File: src/rtl/alu_16bit.sv
// 16-bit execute-stage ALU: 16 bitwise logic functions, 8 add/subtract
// functions with carry-in, and 1-bit logical shifts. {Cout,F} is registered,
// so a result appears one clock after its operands and select are sampled.
module alu_16bit (
    input  logic        clk,
    input  logic        rst_n,
    input  logic        Cin,
    input  logic [15:0] A,
    input  logic [15:0] B,
    input  logic [4:0]  FS,
    output logic [15:0] F,
    output logic        Cout
);

    // Function group decoded from FS[4:3]
    localparam logic [1:0] GRP_LOGIC_LO = 2'b00;
    localparam logic [1:0] GRP_LOGIC_HI = 2'b01;
    localparam logic [1:0] GRP_ARITH    = 2'b10;
    localparam logic [1:0] GRP_SHIFT    = 2'b11;

    // Bitwise logic functions; carry-out is always zero for this group
    function automatic logic [15:0] logic_fn(
        input logic [3:0]  sel,
        input logic [15:0] a,
        input logic [15:0] b
    );
        logic [15:0] y;
        y = 16'h0000;
        case (sel)
            4'b0000: y = 16'h0000;
            4'b0001: y = ~(a | b);
            4'b0010: y = ~a & b;
            4'b0011: y = ~a;
            4'b0100: y = a & ~b;
            4'b0101: y = ~b;
            4'b0110: y = a ^ b;
            4'b0111: y = ~(a & b);
            4'b1000: y = a & b;
            4'b1001: y = ~(a ^ b);
            4'b1010: y = b;
            4'b1011: y = ~a | b;
            4'b1100: y = a;
            4'b1101: y = a | ~b;
            4'b1110: y = a | b;
            4'b1111: y = 16'hFFFF;
            default: y = 16'h0000;
        endcase
        return y;
    endfunction

    // Add/subtract group: choose the two 16-bit terms and the carry bit, then
    // form one 17-bit unsigned sum so the top bit is the carry-out.
    function automatic logic [16:0] arith_fn(
        input logic [2:0]  sel,
        input logic [15:0] a,
        input logic [15:0] b,
        input logic        cin
    );
        logic [15:0] x;
        logic [15:0] y;
        logic        c;
        x = a;
        y = 16'h0000;
        c = cin;
        case (sel)
            3'b000: begin x = a;  y = 16'h0000; c = cin;  end // A + Cin
            3'b001: begin x = ~a; y = 16'h0000; c = 1'b1; end // two's complement negate
            3'b010: begin x = a;  y = 16'h0001; c = cin;  end // A + 1 + Cin
            3'b011: begin x = ~a; y = 16'h0001; c = cin;  end // Cin - A
            3'b100: begin x = a;  y = b;        c = cin;  end // A + B + Cin
            3'b101: begin x = ~a; y = b;        c = cin;  end // ~A + B + Cin
            3'b110: begin x = a;  y = ~b;       c = cin;  end // A - B - 1 + Cin
            3'b111: begin x = ~a; y = ~b;       c = cin;  end // ~A + ~B + Cin
            default: begin x = a; y = 16'h0000; c = cin;  end
        endcase
        return {1'b0, x} + {1'b0, y} + {16'h0000, c};
    endfunction

    // One-bit shifts; the bit shifted out becomes the carry-out
    function automatic logic [16:0] shift_fn(
        input logic        dir_right,
        input logic [15:0] a,
        input logic        cin
    );
        logic [16:0] y;
        if (dir_right) begin
            y = {a[0], 1'b0, a[15:1]};
        end else begin
            y = {a[15], a[14:0], cin};
        end
        return y;
    endfunction

    logic [16:0] w_result;
    logic [15:0] r_f;
    logic        r_cout;

    // Select the combinational {carry, result} for the current function code
    always_comb begin
        w_result = 17'h00000;
        case (FS[4:3])
            GRP_LOGIC_LO: w_result = {1'b0, logic_fn(FS[3:0], A, B)};
            GRP_LOGIC_HI: w_result = {1'b0, logic_fn(FS[3:0], A, B)};
            GRP_ARITH:    w_result = arith_fn(FS[2:0], A, B, Cin);
            GRP_SHIFT:    w_result = shift_fn(FS[0], A, Cin);
            default:      w_result = 17'h00000;
        endcase
    end

    // Output register with synchronous active-low clear taking priority
    always_ff @(posedge clk) begin
        if (!rst_n) begin
            r_f    <= 16'h0000;
            r_cout <= 1'b0;
        end else begin
            r_f    <= w_result[15:0];
            r_cout <= w_result[16];
        end
    end

    assign F    = r_f;
    assign Cout = r_cout;

endmodule

File: config.mk
export PLATFORM = sky130hd
export DESIGN_NAME = alu_16bit
export DESIGN_NICKNAME = d
export VERILOG_FILES = /design/src/rtl/alu_16bit.sv
export SDC_FILE = /design/constraint.sdc
export NUM_CORES = 1
export LEC_CHECK = 0
export CAP_MARGIN = 20
export CORE_AREA = 3 3 111 113
export DETAILED_ROUTE_END_ITERATION = 6
export DIE_AREA = 0 0 114 116
export PLACE_DENSITY = 0.7
export SETUP_SLACK_MARGIN = 0.1
export SLEW_MARGIN = 20
export SYNTH_ARGS = -nofsm -noshare
export SYNTH_HDL_FRONTEND = slang
export SYNTH_SLANG_ARGS = --single-unit
File: constraint.sdc
create_clock -name clk -period 6 [get_ports clk]
set_clock_uncertainty 0.15 [all_clocks]
set_input_delay 1.8 -clock clk [delete_from_list [all_inputs] [get_ports clk]]
set_output_delay 1.8 -clock clk [all_outputs]
set_load 0.005 [all_outputs]
Yosys cells after proc, flatten, opt, wreduce, memory -nomap -nowiden
Index checks and enable logic that the tools add are counted.
- bitwise operators: 12
- $add $sub $neg: 2
- multiplexer cells: 9
- equality and inequality tests: 25
- reductions and logical operators: 11
- operator list (kind ; count):
    $pmux W16 S16 ; 1
    $not A16 Y16 ; 5
    $pmux W16 S4 ; 1
    $pmux W17 S3 ; 1
    $and A16 B16 Y16 ; 3
    $or A16 B16 Y16 ; 3
    $eq A4 B4 Y1 const B ; 8
    $mux W16 ; 2
    $pmux W16 S2 ; 1
    $add A16 B16 Y17 ; 1
    $add A17 B1 Y17 ; 1
    $mux W17 ; 1
    $eq A4 B3 Y1 const B ; 4
    $xor A16 B16 Y16 ; 1
    $eq A3 B3 Y1 const B ; 4
    $reduce_or A2 Y1 ; 5
    $eq A4 B2 Y1 const B ; 2
    $reduce_or A4 Y1 ; 2
    $reduce_or A7 Y1 ; 1
    $eq A3 B2 Y1 const B ; 2
    $eq A2 B2 Y1 const B ; 2
    $eq A4 B1 Y1 const B ; 1
    $logic_not A4 Y1 ; 1
    $eq A3 B1 Y1 const B ; 1
    5 further kinds ; 5
- word-level logic and storage cells: 61
- output and inout port bits: 17
- input port bits: 40
- flip-flop bits (word level): 17

Logic depth before layout (Yosys ltp)
Gate-level depths: netlist (run 1).
- depth after elaboration: 7
- mapped depth: 15
- gate-level depth less buffers: 10

Worst setup path before layout (run 1)
Ideal clock, no wire load.
- path type: input port to flip-flop
- from: in FS[0]
- to: reg r_f[10], in the netlist F[10]
- stages: 13
- arrival: 4.579 ns
- slack: 1.151 ns
- data required time: 5.730 ns
- setup time: 0.120 ns
- path buffers: 5
- cell sequence: buf_4 buf_4 buf_4 buf_2 buf_4 xnor2_1 fa_1 fa_1 nand2b_1 a21oi_1 o31a_1 o32ai_1 a211o_1
- cells in the longest elaborated chain, start to end: 7
- elaborated cells on any way between the ends: 42
- those cells by class: add/sub (2); eq/ne (22); mux (9); reduce/logical (9)
- ends and longest elaborated chain (item ; RTL line ; source):
    start: declaration ; 10 ; input logic [4:0] FS,
    $eq A3 B3 Y1 (tied with other cells) ; 65 ; case (sel)
    $reduce_or A4 Y1 (no source line) / $reduce_or A2 Y1 (equally long branches) ; -- ;
    $pmux W16 S2 / $pmux W16 S4 (equally long branches) ; 65 ;
    $mux W16 ; 101 ; case (FS[4:3])
    $add A16 B16 Y17 ; 76 ; return {1'b0, x} + {1'b0, y} + {16'h0000, c};
    $add A17 B1 Y17 ; 76 ;
    $pmux W17 S3 (*) ; 101 ;
    end signal: assignment ; 116 ; r_f <= w_result[15:0];
    end: declaration ; 95 ; logic [15:0] r_f;
Every way passes the cells marked *; elsewhere a longest branch is shown, timed or not. The select of a mux whose other input is x is not followed.
A chain may end at the register's enable or synchronous reset.

Worst setup path after layout (run 1)
Ends and elaborated chain as after synthesis.

==> flow_summary_export.csv, run 1 <==
group,metric,value,unit
outcome,status,"finished, final reports clean",
power_and_ir_drop,p_leak,2.48,nW
global_route,grt_pass1_wl,27700,um
power_and_ir_drop,power_density,134,nW/um2
synth,ys_ff_latch,17,
synth,ys_warn_count,0,
synth,ys_seq_area_share,6.68,%
cells_and_area,final_area,5700,um2
worst_setup_path,cp_max_fo,16,
min_path,min_to,"F[1]",
global_route,grt_pass1_vias,5135,
worst_setup_path,path_cells,"buf_4, nor2b_1, a21oi_1, fa_1, fa_1, nand2b_1, a21oi_1, o31a_1, o32ai_1, a211o_1",
drt,drtIter0Drc,550,
drt,wl,17700,um
floorplan,ios,57,
power_and_ir_drop,pwr-share-comb,64.6,%
floorplan,dieArea,13200,um2
clocking,post_cts_buffers,0,
drt,vias,5488,
power_and_ir_drop,internal-power,0.429,mW
drt,dr.pass1.iters,5,
placed_design,port_buffers,56,
drt,vias_per_cell,6.49,
synth,syn-instance-count,675,
synth,synthArstFlopShare,0,%
power_and_ir_drop,switching_share,43.8,%
timing,fmax,214,MHz
cells_and_area,fin_cells,846,
global_route,antenna_found_initial,0,
drt,antenna_left,0,
worst_setup_path,cpPeakStageDelay,490,ps
timing,tightest_slew,846,ps
floorplan,row_count,39,
timing,drv_slew,0,
placed_design,place_inst,842,
timing,setup_violations,0,
drt,drc,0,
clocking,cts_max_level,1,
global_route,grtUsageTotal,26.1,%
timing,fin_crit,4680,ps
synth,synth_common_cells,"ha_1, nor2_1, a21oi_1",
placed_design,place.gp.congestion,0.966,
worst_setup_path,crit_arrival,4680,ps
placed_design,post_dp_cell_area,5620,um2
floorplan,die_y,116,um
power_and_ir_drop,ir_worst_vdd,0.000118,V
floorplan,core_area,11400,um2
clocking,cts-root-buf,"clkbuf_16",
worst_setup_path,start_kind,"input port",
drt,wl_per_cell,21.0,um
synth,synth_cell_type_count,73,
clocking,cts_inserted_buffers,3,
synth,ys.flop_type,"dfxtp_1",
power_and_ir_drop,switchingPower,0.334,mW
global_route,grt-ovfl-total,0,
worst_setup_path,worst_setup_path_end_kind,"flop",
min_path,hold_path.class,"input port to flop",
cells_and_area,antennaDiodeCount,0,
min_path,whs_path_depth,4,
timing,timing.final.crit_share,78.1,%
clocking,clkTransAtPathRegs,60,ps
worst_setup_path,path_class,"input port to flop",
floorplan,die_w,114,um
synth,synthesis.area,5100,um2
synth,synth_top_area_cell,"ha_1",
cells_and_area,fin_util,49.9,%
timing,hold_violations,0,
clocking,ctsHoldBuffers,0,
timing,max-slew-margin-rel,42.1,%
power_and_ir_drop,pwr-share-seq,17.1,%
clocking,cts_resized,0,
synth,synth.top_cell.area_share,19.4,%
synth,synth_edf_count,0,
cells_and_area,synthToLayoutAreaGrowth,11.9,%
global_route,grt_max_degree,40,
job,maxCapViolCount,0,
clocking,cts_tree,"built",
synth,synthTopCellsByArea,"ha_1, mux2i_1, dfxtp_1, a21oi_1, nor2_1",
worst_setup_path,required,5990,ps
synth,synthesis.nets,796,
floorplan,start_util,44.6,%
cells_and_area,drive_gt1_share,6.26,%
power_and_ir_drop,power_frac_clock,18.2,%
timing,layout_setup_ws,1320,ps
clocking,clock-sinks,17,
synth,syn_area_per_cell,7.55,um2
worst_setup_path,cp_slowest_cell,"fa_1",
placed_design,dp_worst_setup_slack,1060,ps
synth,yosysMostFrequentCell,"ha_1",
clocking,cts_buffer_depth,2,
cells_and_area,nets,825,
min_path,hp-start,"FS[0]",
timing,rsz0062_at_grt,"no",
timing,tns,0,ps
placed_design,place_hpwl,13300,um
[cell type report]
type	instances	area [um2]
Timing Repair Buffer	69	641
Clock buffer	4	78.8
Sequential cell	17	340
Inverter	46	173
Tap cell	143	179
Fill cell	1092	5720
Multi-Input combinational cell	567	4290
[state kept, by name (all words and copies together) (netlist names)]
signal,count
Cout,1
F,16
[stage by stage]
step | total power [mW] | hold WS [ps]
3_5_place_dp | 0.613 | 2200
3_3_place_gp | 0.606 | 2200
2_1_floorplan | 0.464 | 1860
4_1_cts | 0.756 | 1940
5_1_grt | 0.816 | 1970
6_report | 0.763 | 1950
[power by group through the flow]
stage | sequential, mW | combinational [mW] | clock (mW)
5_1_grt | 0.131 | 0.540 | 0.145
2_1_floorplan | 0.134 | 0.329 | 0
4_1_cts | 0.131 | 0.485 | 0.141
3_5_place_dp | 0.133 | 0.481 | 0
3_3_place_gp | 0.133 | 0.472 | 0
6_report | 0.131 | 0.493 | 0.139
[cells by family after synthesis]
| kind of cell | share of synthesized area [%] |
|---|---|
| buf+inv | 9.13 |
| fa+ha+maj | 20.2 |
| compound gates | 31.6 |
| mux | 10.4 |
| flops | 6.68 |
| simple gates | 15.3 |
| xor+xnor | 6.70 |
[critical path, delay by kind of cell]
family / cells / cell delay (ps)
AOI/OAI and AO/OA: 5 / 1120
adders and majority gates: 2 / 950
buffers and inverters: 1 / 220
and+or+nand+nor: 2 / 580
[layer usage]
| layer | vias up | part of all wire [%] | track usage (%) |
|---|---|---|---|
| li1 | 2551 | - | - |
| met1 | 2556 | 42 | 35.2 |
| met2 | 319 | 43 | 40.5 |
| met3 | 62 | 9.3 | 3.71 |
| met4 | 0 | 5.6 | 13.5 |
| met5 | - | 0 | 0 |
[how the worst max path moves through the flow]
stage | from | to | slack [ps]
finish | FS[0] | F[10] | 1320
CTS | B[0] | F[10] | 1320
floorplan | FS[0] | F[10] | 1150
global route | FS[0] | F[10] | 1110
detailed placement | B[0] | F[10] | 1060
global placement | B[0] | F[10] | 1100
[placed cells by master, fill, tap and decap left out, types with 14 or more instances in the layout]
cell and instances:
buf_4 14, nand2_1 43, xnor2_1 21, nor3_1 23
xor2_1 18, ha_1 79, a21oi_1 45, inv_1 43
clkdlybuf4s50_1 52, nor2_1 59, mux2i_1 38, dfxtp_1 17
o21ai_0 32, o22ai_1 29
Note: power is estimated with default switching activity, not from simulation.
==> run 2: changes to the inputs <==
- PLACE_DENSITY: 0.7 -> 0.73
- clock period: 6 -> 4.1 ns (I/O delays scaled with it)
==> flow_summary_export.csv, run 2 (same netlist as run 1, synthesis figures left out) <==
group,metric,value,unit
global_route,grtUsageTotal,28.6,%
drt,dr.pass1.iters,6,
cells_and_area,antennaDiodeCount,0,
floorplan,ios,57,
floorplan,row_count,39,
global_route,grt_pass1_wl,30000,um
drt,drtIter0Drc,661,
global_route,grt-ovfl-total,0,
worst_setup_path,cp_max_fo,5,
cells_and_area,largest_reg_flops,16,
clocking,ctsHoldBuffers,0,
min_path,hold_path.class,"input port to flop",
floorplan,core_area,11400,um2
outcome,status,"finished, final reports clean",
timing,fin_hold_ws,1440,ps
clocking,cts_tree,"built",
drt,wl_per_cell,21.8,um
drt,vias,5710,
drt,wl,19200,um
timing,timing.final.crit_share,93.4,%
timing,hold_violations,0,
clocking,clkTransAtPathRegs,60,ps
clocking,cts-root-buf,"clkbuf_16",
clocking,clock-sinks,17,
job,maxCapViolCount,0,
cells_and_area,drive_gt1_share,11.6,%
power_and_ir_drop,pwr-share-seq,16.0,%
power_and_ir_drop,pwr-share-comb,66.3,%
cells_and_area,seqCellArea,340,um2
timing,layout_setup_ws,272,ps
cells_and_area,nFillCells,1119,
power_and_ir_drop,switching_share,44.0,%
global_route,grt_max_degree,59,
placed_design,place_hpwl,14800,um
drt,drc,0,
floorplan,dieArea,13200,um2
global_route,antenna_found_initial,0,
timing,max-slew-margin-rel,35.6,%
worst_setup_path,start_kind,"input port",
drt,vias_per_cell,6.47,
min_path,hp-start,"FS[0]",
cells_and_area,final_common_cell,"ha_1",
worst_setup_path,path_class,"input port to flop",
power_and_ir_drop,internal-power,0.668,mW
timing,tightest_slew,958,ps
floorplan,die_w,114,um
placed_design,port_buffers,56,
cells_and_area,multiInputGateArea,4310,um2
min_path,min_to,"F[3]",
timing,setup_violations,0,
timing,drv_slew,0,
power_and_ir_drop,p_leak,2.68,nW
power_and_ir_drop,power_frac_clock,17.7,%
power_and_ir_drop,power_density,197,nW/um2
timing,fin_crit,3830,ps
clocking,cts_inserted_buffers,3,
timing,rsz0062_at_grt,"no",
drt,antenna_left,0,
worst_setup_path,required,4100,ps
placed_design,dp_worst_setup_slack,-64.7,ps
cells_and_area,final_cell_mix,"ha_1, nor2_1, clkdlybuf4s50_1, buf_4, a21oi_1",
cells_and_area,nets,861,
power_and_ir_drop,ir_worst_vdd,0.000178,V
floorplan,start_util,44.6,%
clocking,cts_buffer_depth,2,
placed_design,place.gp.congestion,0.963,
worst_setup_path,crit_arrival,3830,ps
min_path,whs_path_depth,4,
clocking,cts_max_level,1,
floorplan,die_y,116,um
global_route,grt_pass1_vias,5525,
power_and_ir_drop,switchingPower,0.526,mW
cells_and_area,synthToLayoutAreaGrowth,18.9,%
worst_setup_path,worst_setup_path_end_kind,"flop",
timing,fmax,261,MHz
run 2: repair_timing:
| action | 4_1_cts | 5_1_grt |
|---|---|---|
| buffers inserted | 0 | 0 |
| resized for setup | 0 | 1 |
| endpoints found under the setup margin | 0 | 1 |
| endpoints found under the hold margin | 0 | 0 |
run 2: stage by stage:
stage / instance area (um2) / total power [mW] / cells / setup TNS, ps / utilization [%]
after floorplan: 5130 / 0.685 / 675 / 0 / -
after global placement: 5970 / 0.951 / 878 / 0 / 52.3
after detailed placement: 5970 / 0.964 / 878 / -124 / 52.3
after CTS: 6050 / 1.18 / 882 / 0 / 53.0
after global routing: 6060 / 1.26 / 882 / 0 / 53.0
final: 6060 / 1.19 / 882 / 0 / 53.0
run 2: worst max-delay path by stage:
stage,from,end,slack (ps),cells past startpoint
after CTS,B[2],F[15],190,9
after detailed placement,B[2],F[15],-60,9
after global routing,B[0],F[10],140,10
after floorplan,FS[0],F[10],110,13
after global placement,B[2],F[9],20,9
final,B[0],F[10],270,10
run 2: layout make-up:
class	instances	share of cell area [%]
timing repair buffer	105	16.1
sequential	17	5.62
clock buffer	3	1.24
inverter	46	2.85
tap	143	2.95
multi-input combinational	567	71.2
clock inverter	1	0.0826
run 2: critical path: stages:
cell and delay (ps):
clkdlybuf4s50_1 480, nand2_1 70, xnor2_1 160, fa_2 380
fa_2 410, nand2b_4 170, a21oi_2 210, o31a_1 300
o32ai_1 130, a211o_1 290
run 2: metal layers:
metal	part of all wire [%]	vias up	global-route usage (%)
met1	42	2727	37.7
li1	-	2626	-
met5	0	-	0
met2	47	314	48.6
met4	3.3	0	10.3
met3	7.5	43	2.66
run 2: power by group through the flow:
stage	combinational, mW	sequential, mW	clock [mW]
CTS	0.774	0.191	0.213
finish	0.791	0.191	0.211
floorplan	0.489	0.197	0
global placement	0.756	0.195	0
global route	0.853	0.193	0.219
detailed placement	0.770	0.195	0
==> run 3: changes to the inputs <==
- REMOVE_ABC_BUFFERS: default -> 1
==> flow_summary_export.csv, run 3 (same netlist as run 1, synthesis figures left out) <==
group,metric,value,unit
drt,antenna_left,0,
placed_design,place_hpwl,14600,um
worst_setup_path,worst_setup_path_end_kind,"flop",
power_and_ir_drop,finalPower,1.19,mW
worst_setup_path,crit_family,"adder cells",
worst_setup_path,path_common_cell,"a21oi_1",
cells_and_area,antennaDiodeCount,0,
timing,setup_violations,0,
clocking,clkTransAtPathRegs,60,ps
timing,fmax,263,MHz
job,maxCapViolCount,0,
timing,tns,0,ps
worst_setup_path,start_kind,"input port",
worst_setup_path,path_class,"input port to flop",
clocking,cts_tree,"built",
drt,dr.pass1.iters,6,
drt,wl,19100,um
worst_setup_path,crit_arrival,3770,ps
cells_and_area,fin_util,53.0,%
floorplan,die_w,114,um
cells_and_area,synthToLayoutAreaGrowth,18.9,%
global_route,antenna_found_initial,0,
cells_and_area,final_area,6060,um2
cells_and_area,largest_reg_flops,16,
drt,wl_per_cell,21.5,um
placed_design,place.gp.congestion,0.963,
clocking,cts_max_level,1,
clocking,cts-root-buf,"clkbuf_16",
power_and_ir_drop,ir_worst_vdd,0.000167,V
timing,hold_violations,0,
min_path,min_to,"F[6]",
power_and_ir_drop,p_leak,2.70,nW
timing,drv_slew,0,
global_route,grtUsageTotal,28.1,%
worst_setup_path,cp_slowest_cell,"clkdlybuf4s50_1",
timing,rsz0062_at_grt,"no",
floorplan,row_count,39,
worst_setup_path,path_cells,"clkdlybuf4s50_1, xnor2_1, fa_2, fa_1, nand2b_1, a21oi_2, o31a_1, buf_4, a21oi_1, a21oi_1, o22ai_1",
global_route,grt_pass1_vias,5546,
timing,fin_hold_ws,1460,ps
clocking,cts_inserted_buffers,3,
min_path,whs_path_depth,5,
global_route,grt_pass1_wl,29800,um
global_route,grt_max_degree,66,
timing,max-slew-margin-rel,56.8,%
drt,drtIter0Drc,755,
floorplan,start_util,44.6,%
floorplan,core_area,11400,um2
drt,vias,5761,
worst_setup_path,cp_max_fo,5,
timing,tightest_slew,647,ps
worst_setup_path,cpPeakStageDelay,450,ps
worst_setup_path,required,4070,ps
timing,timing.final.crit_share,92.7,%
min_path,hold_path.class,"input port to flop",
floorplan,die_y,116,um
placed_design,post_dp_cell_area,5960,um2
clocking,clock-sinks,17,
drt,drc,0,
cells_and_area,nets,868,
outcome,status,"finished, final reports clean",
global_route,grt-ovfl-total,0,
worst_setup_path,critical_path_buf_inv_count,2,
floorplan,ios,57,
placed_design,port_buffers,56,
floorplan,dieArea,13200,um2
timing,fin_crit,3800,ps
power_and_ir_drop,power_density,197,nW/um2
min_path,hp-start,"FS[0]",
clocking,cts_buffer_depth,2,
cells_and_area,nFillCells,1142,
worst_setup_path,cp.depth,11,
cells_and_area,final_cell_mix,"ha_1, nor2_1, buf_4, clkdlybuf4s50_1, a21oi_1",
cells_and_area,drive_gt1_share,12.1,%
drt,vias_per_cell,6.48,
cells_and_area,final_common_cell,"ha_1",
==> run 3: cell types whose count changed in the layout (fill, tap and decap cells not counted) <==
| cell | before | now |
|---|---|---|
| o31ai_2 | 2 | 1 |
| clkdlybuf4s15_1 | 0 | 1 |
| clkdlybuf4s50_1 | 52 | 51 |
| nand2b_4 | 1 | 0 |
| buf_4 | 45 | 55 |
| fa_2 | 2 | 1 |
| fa_1 | 0 | 1 |
| o31ai_1 | 2 | 3 |
| nand2b_1 | 8 | 9 |
| buf_12 | 5 | 2 |
==> run 3: layer usage <==
| layer | part of all wire (%) | track usage (%) |
|---|---|---|
| met1 | 42 | 38.3 |
| met2 | 46 | 46.1 |
| met3 | 8.9 | 2.25 |
| met4 | 3.6 | 10.9 |
| met5 | 0 | 0 |
==> run 3: report_power, final <==
group / internal [mW] / leakage [nW] / switching [mW] / total [mW]
Combinational: 0.353 / 2.52 / 0.439 / 0.793
Clock: 0.131 / 0.0409 / 0.0775 / 0.209
Sequential: 0.185 / 0.141 / 0.00657 / 0.192
Total: 0.670 / 2.70 / 0.524 / 1.19
==> run 3: area by class of cell <==
cell class / count / area [um2] / area share [%]
Inverter: 46 / 173 / 2.85
Tap cell: 143 / 179 / 2.95
Multi-Input combinational cell: 567 / 4300 / 70.9
Clock inverter: 1 / 5.00 / 0.0826
Timing Repair Buffer: 112 / 988 / 16.3
Sequential cell: 17 / 340 / 5.62
Clock buffer: 3 / 75.1 / 1.24
==> run 3: tightest hold or removal path, cell delays in order <==
cell	delay (ps)
buf_4	140
buf_4	180
o221ai_1	70
a21oi_1	90
o21ai_1	100
==> run 3: how the worst max path moves through the flow <==
stage                     endpoint  start
after global routing         F[14]   A[0]
after floorplan              F[10]  FS[2]
after detailed placement     F[10]   B[0]
final                         F[8]   A[0]
after global placement       F[10]   B[0]
after CTS                    F[12]   A[0]
==> run 3: timing repair <==
item | 4_1_cts | 5_1_grt
gates resized for setup | 1 | 3
endpoints found under the setup margin | 5 | 5
pin swaps | 1 | 2
buffers inserted | 0 | 2
hold buffers | 0 | 0
endpoints found under the hold margin | 0 | 0
==> run 3: through the flow <==
stage	worst slack [ps]	instances
3_5_place_dp	-317	883
4_1_cts	207	887
5_1_grt	143	889
2_1_floorplan	331	630
6_report	301	889
3_3_place_gp	-254	883
==> RTL change 1 (config.mk and constraints of run 2) <==
Make the reset (`rst_n`) asynchronous in one clocked block.
--- a/src/rtl/alu_16bit.sv
+++ b/src/rtl/alu_16bit.sv
@@ -110,3 +110,3 @@
     // Output register with synchronous active-low clear taking priority
-    always_ff @(posedge clk) begin
+    always_ff @(posedge clk or negedge rst_n) begin
         if (!rst_n) begin
Formal check against the unedited RTL: differs if rst_n is asserted again (counterexample within 4 cycles, from zero or initial values and one cycle with rst_n low); with rst_n held inactive, the same outputs for 10 cycles.
==> RTL change 1 against run 2 <==
- setup slack worse by 86 ps
- highest routed layer unchanged
- largest power group unchanged
- count of clock-buffer cells in the layout rose by 1
- first-iteration DRC count rose by 19%
- area after synthesis increased by 2.0%
- power grew 0.57%
- critical path depth increased by 1
- design area rose by 0.23%
- sequential cell count unchanged
- routed wire length fell by 2.5%
- sequential power rose by 6%
==> RTL change 1: results (changes against run 2) <==
INFO  metric synth_top_flop_cell = sky130_fd_sc_hd__dfrtp_1 (was sky130_fd_sc_hd__dfxtp_1)
INFO  metric worst_slew_pin_slew = 827.0 ps (was 958.0 ps)
INFO  metric crit_fanout = 4 (was 5)
INFO  metric status = finished, final reports clean (unchanged)
INFO  metric yosysWarningCount = 0 (unchanged)
INFO  metric drive_above_1_share = 8.537% (was 11.64%)
INFO  metric gp_congestion = 1.000 (was 0.9631)
INFO  metric diodes = 0 (unchanged)
INFO  metric clock_path_buffers = 2 (unchanged)
INFO  metric internal_power = 683.6 µW (was 667.6 µW)
INFO  metric synthTopCellsByCount = sky130_fd_sc_hd__ha_1 (79), sky130_fd_sc_hd__nor2_1 (54), sky130_fd_sc_hd__nand2_1 (43) (was sky130_fd_sc_hd__ha_1 (79), sky130_fd_sc_hd__nor2_1 (59), sky130_fd_sc_hd__a21oi_1 (45))
INFO  metric synth_area_leaders = sky130_fd_sc_hd__ha_1 (19%), sky130_fd_sc_hd__dfrtp_1 (8.2%), sky130_fd_sc_hd__mux2i_1 (6.4%) (was sky130_fd_sc_hd__ha_1 (19%), sky130_fd_sc_hd__mux2i_1 (7.5%), sky130_fd_sc_hd__dfxtp_1 (6.7%))
INFO  metric pin_count_of_the_biggest_net_entering_global_routing = 77 (was 59)
INFO  metric grt_pass1_wl = 29.04 mm (was 29.97 mm)
INFO  metric drt_first_pass_iters = 7 (was 6)
INFO  metric gr-usage-all-layers = 27.37% (was 28.57%)
INFO  metric min-delay-path-class = input port to async pin (was input port to flop)
INFO  metric num-nets-final = 860 (was 861)
INFO  metric asyncSetResetFlopFracSynth = 100.0% (was 0%)
INFO  metric via_count_of_the_first_global_routing_pass = 5304 (was 5525)
INFO  metric post_synth_num_cell_types = 71 (was 73)
INFO  metric timing.critical_path.to = F[8] (was F[10])
INFO  metric wl_per_cell = 21.30 µm (was 21.81 µm)
INFO  metric place_hpwl = 14.40 mm (was 14.79 mm)
INFO  metric synth_sequential_area_ratio = 8.185% (was 6.678%)
INFO  metric ctsResizeCount = 0 (unchanged)
INFO  metric route.vias.total = 5829 (was 5710)
INFO  metric synthesis.nets = 808 (was 796)
INFO  metric total_leakage_power = 2.637 nW (was 2.680 nW)
INFO  metric vdd_drop_max = 0.0003077 V (was 0.0001779 V)
INFO  metric dr.first_iter.drc_count = 787 (was 661)
INFO  metric final.fill_count = 1126 (was 1119)
[RTL change 1: worst min path at each step]
| stage | startpoint | slack (ps) | depth (start not counted) | to |
|---|---|---|---|---|
| 2_1_floorplan | rst_n | 780 | 0 | Cout |
| 3_3_place_gp | rst_n | 1550 | 1 | F[12] |
| 3_5_place_dp | rst_n | 1550 | 1 | F[12] |
| 4_1_cts | rst_n | 1300 | 1 | F[12] |
| 5_1_grt | rst_n | 1350 | 1 | F[12] |
| 6_report | rst_n | 1260 | 1 | F[12] |
[RTL change 1: worst max-delay path: stages]
cell	delay (ps)
sky130_fd_sc_hd__clkdlybuf4s50_1	480
sky130_fd_sc_hd__nand2_1	80
sky130_fd_sc_hd__xnor2_1	160
sky130_fd_sc_hd__fa_2	400
sky130_fd_sc_hd__fa_1	470
sky130_fd_sc_hd__nor2b_1	170
sky130_fd_sc_hd__o31a_1	240
sky130_fd_sc_hd__nor2_1	70
sky130_fd_sc_hd__o21ai_1	190
sky130_fd_sc_hd__xnor2_1	90
sky130_fd_sc_hd__a211o_1	300
[RTL change 1: area by class of cell]
type	count	area share [%]
timing repair buffer	97	14.63
inverter	42	2.597
tap	143	2.947
sequential	17	7.007
clock buffer	4	1.298
multi-input combinational	578	71.52
[RTL change 1: cell families (layout without fill, tap and decap cells)]
| group | after synthesis | in the layout | share of synthesized area [%] |
|---|---|---|---|
| compound gates | 243 | 243 | 33.27 |
| buf+inv | 92 | 143 | 8.474 |
| flops | 17 | 17 | 8.185 |
| xor+xnor | 41 | 41 | 6.909 |
| simple gates | 178 | 178 | 16.37 |
| mux | 35 | 35 | 7.005 |
| fa+ha+maj | 81 | 81 | 19.79 |
[RTL change 1: stage by stage]
step / setup TNS [ps] / setup slack, ps / instances / instance area [µm²]
floorplan: 0 / 113.8 / 687 / 5249
global placement: 0 / 58.24 / 877 / 5992
detailed placement: -81.43 / -43.05 / 877 / 5992
CTS: 0 / 201.6 / 881 / 6071
global route: 0 / 111.8 / 881 / 6071
finish: 0 / 186.5 / 881 / 6071
[RTL change 1: metal layers]
metal  vias to the layer above  wire, µm  global-route usage [%]
met2                       391      8510                   45.12
met4                         0       531                   8.947
met1                      2720      7805                   37.65
met5                         -         0                       0
li1                       2660         -                       -
met3                        58      1916                   2.611
[RTL change 1: power by group through the flow]
stage / combinational, mW / clock, mW / sequential (mW)
finish: 0.809 / 0.188 / 0.203
global route: 0.873 / 0.198 / 0.206
CTS: 0.792 / 0.190 / 0.204
detailed placement: 0.788 / 0 / 0.207
global placement: 0.776 / 0 / 0.206
floorplan: 0.499 / 0 / 0.210
==> RTL change 2 (settings of run 2) <==
Without the edit above. Take the reset off `r_f` and load it in a clocked block of its own.
--- a/src/rtl/alu_16bit.sv
+++ b/src/rtl/alu_16bit.sv
@@ -112,8 +112,10 @@
         if (!rst_n) begin
-            r_f    <= 16'h0000;
             r_cout <= 1'b0;
         end else begin
-            r_f    <= w_result[15:0];
             r_cout <= w_result[16];
         end
+    end
+
+    always_ff @(posedge clk) begin
+        r_f <= w_result[15:0];
     end
Formal check against the unedited RTL: not equivalent (a bounded check fails within 4 cycles, from zero or initial values and one cycle with rst_n low).
==> RTL change 2 against run 2 <==
- combinational power rose by 3.0%
- setup slack got worse by 44 ps
- first-iteration DRC count fell by 6.2%
- sequential cell count did not move
- area after synthesis fell by 2.6%
- design area fell by 0.99%
- routed wire length rose by 2.4%
- utilization fell by 0.53 points
- power rose by 2.3%
- synthesized cell count rose by 2.1%
- critical path type unchanged
- highest routed layer unchanged
==> RTL change 2: results (changes against run 2) <==
INFO  metric worstPathArrival = 3920 ps (was 3830 ps)
INFO  metric proportion_of_synthesized_area_in_mux_cells = 6.804% (was 10.41%)
INFO  metric synth_area_leaders = sky130_fd_sc_hd__ha_1 (20%), sky130_fd_sc_hd__dfxtp_1 (6.9%), sky130_fd_sc_hd__mux2i_1 (5.4%) (was sky130_fd_sc_hd__ha_1 (19%), sky130_fd_sc_hd__mux2i_1 (7.5%), sky130_fd_sc_hd__dfxtp_1 (6.7%))
INFO  metric detail_route.vias_per_cell = 6.373 (was 6.474)
INFO  metric place_hpwl = 15.27 mm (was 14.79 mm)
INFO  metric drive_above_1_share = 11.42% (was 11.64%)
INFO  metric post_synth_num_cell_types = 68 (was 73)
INFO  metric critPathMaxStageDelay = 520 ps (was 480 ps)
INFO  metric synth_xor_xnor_area_share = 7.762% (was 6.703%)
INFO  metric synth-compound-area-share = 33.32% (was 31.62%)
INFO  metric holdCritStartpoint = rst_n (was FS[0])
INFO  metric synthAdderAreaFrac = 20.72% (was 20.18%)
INFO  metric cpLargestDelayFamily = adder cells (was compound AO/OA/AOI/OAI gates)
INFO  metric gr-usage-all-layers = 29.34% (was 28.57%)
INFO  metric final.fill_count = 1152 (was 1119)
INFO  metric place_area = 0.005911 mm² (was 0.005972 mm²)
INFO  metric wl_per_cell = 21.77 µm (was 21.81 µm)
INFO  metric route.met3.wl = 1.727 mm (was 1.442 mm)
INFO  metric synth_sequential_area_ratio = 6.855% (was 6.678%)
INFO  metric synthesis.nets = 810 (was 796)
INFO  metric vdd_drop_max = 0.0001862 V (was 0.0001779 V)
INFO  metric status = finished, final reports clean (unchanged)
INFO  metric num-nets-final = 884 (was 861)
INFO  metric critical_path.slowest_cell = sky130_fd_sc_hd__clkdlybuf4s50_1 (unchanged)
INFO  metric place_ws = -55.05 ps (was -64.69 ps)
INFO  metric dr.first_iter.drc_count = 620 (was 661)
INFO  metric total_leakage_power = 2.683 nW (was 2.680 nW)
INFO  metric met1Wirelength = 7.913 mm (was 8.110 mm)
INFO  metric timing.max_slew.rel_slack = 46.34% (was 35.64%)
INFO  metric met2WireLength = 9.140 mm (was 9.039 mm)
[RTL change 2: routing by layer]
layer / GRT usage [%] / vias to the layer above
met4: 12.35 / 0
met2: 49.77 / 301
met1: 36.16 / 2731
met5: 0 / -
li1: - / 2674
met3: 6.005 / 62
[RTL change 2: power breakdown]
part / internal, mW / switching (mW)
registers: 0.194 / 0.00777
clock network: 0.132 / 0.0714
logic: 0.363 / 0.452
[RTL change 2: path summary, 6_finish.rpt]
path | endpoint | slack, ps | depth (start not counted)
setup / recovery | F[14] | 230 | 12
hold / removal | Cout | 1470 | 3
[RTL change 2: logic make-up after synthesis]
| family | after synthesis |
|---|---|
| xor+xnor | 44 |
| mux | 32 |
| buf+inv | 89 |
| compound gates | 243 |
| flops | 17 |
| fa+ha+maj | 81 |
| simple gates | 183 |
[RTL change 2: final cells by class]
type	count	share of cell area, %
flip-flops and latches	17	5.675
multi-input cells	583	70.25
repair buffers	116	17.15
inverters	42	2.629
clock buffers	4	1.314
well taps	143	2.984
[RTL change 2: repair_timing]
item / 4_1_cts / 5_1_grt
gates resized for setup: 0 / 2
setup buffers: 0 / 0
endpoints found under the setup margin: 0 / 1
[RTL change 2: metrics by stage]
step	setup TNS (ps)	hold slack (ps)	std cells
global route	0	1472	905
global placement	0	1701	901
floorplan	0	1233	689
detailed placement	-89.01	1707	901
finish	0	1467	905
CTS	0	1449	905
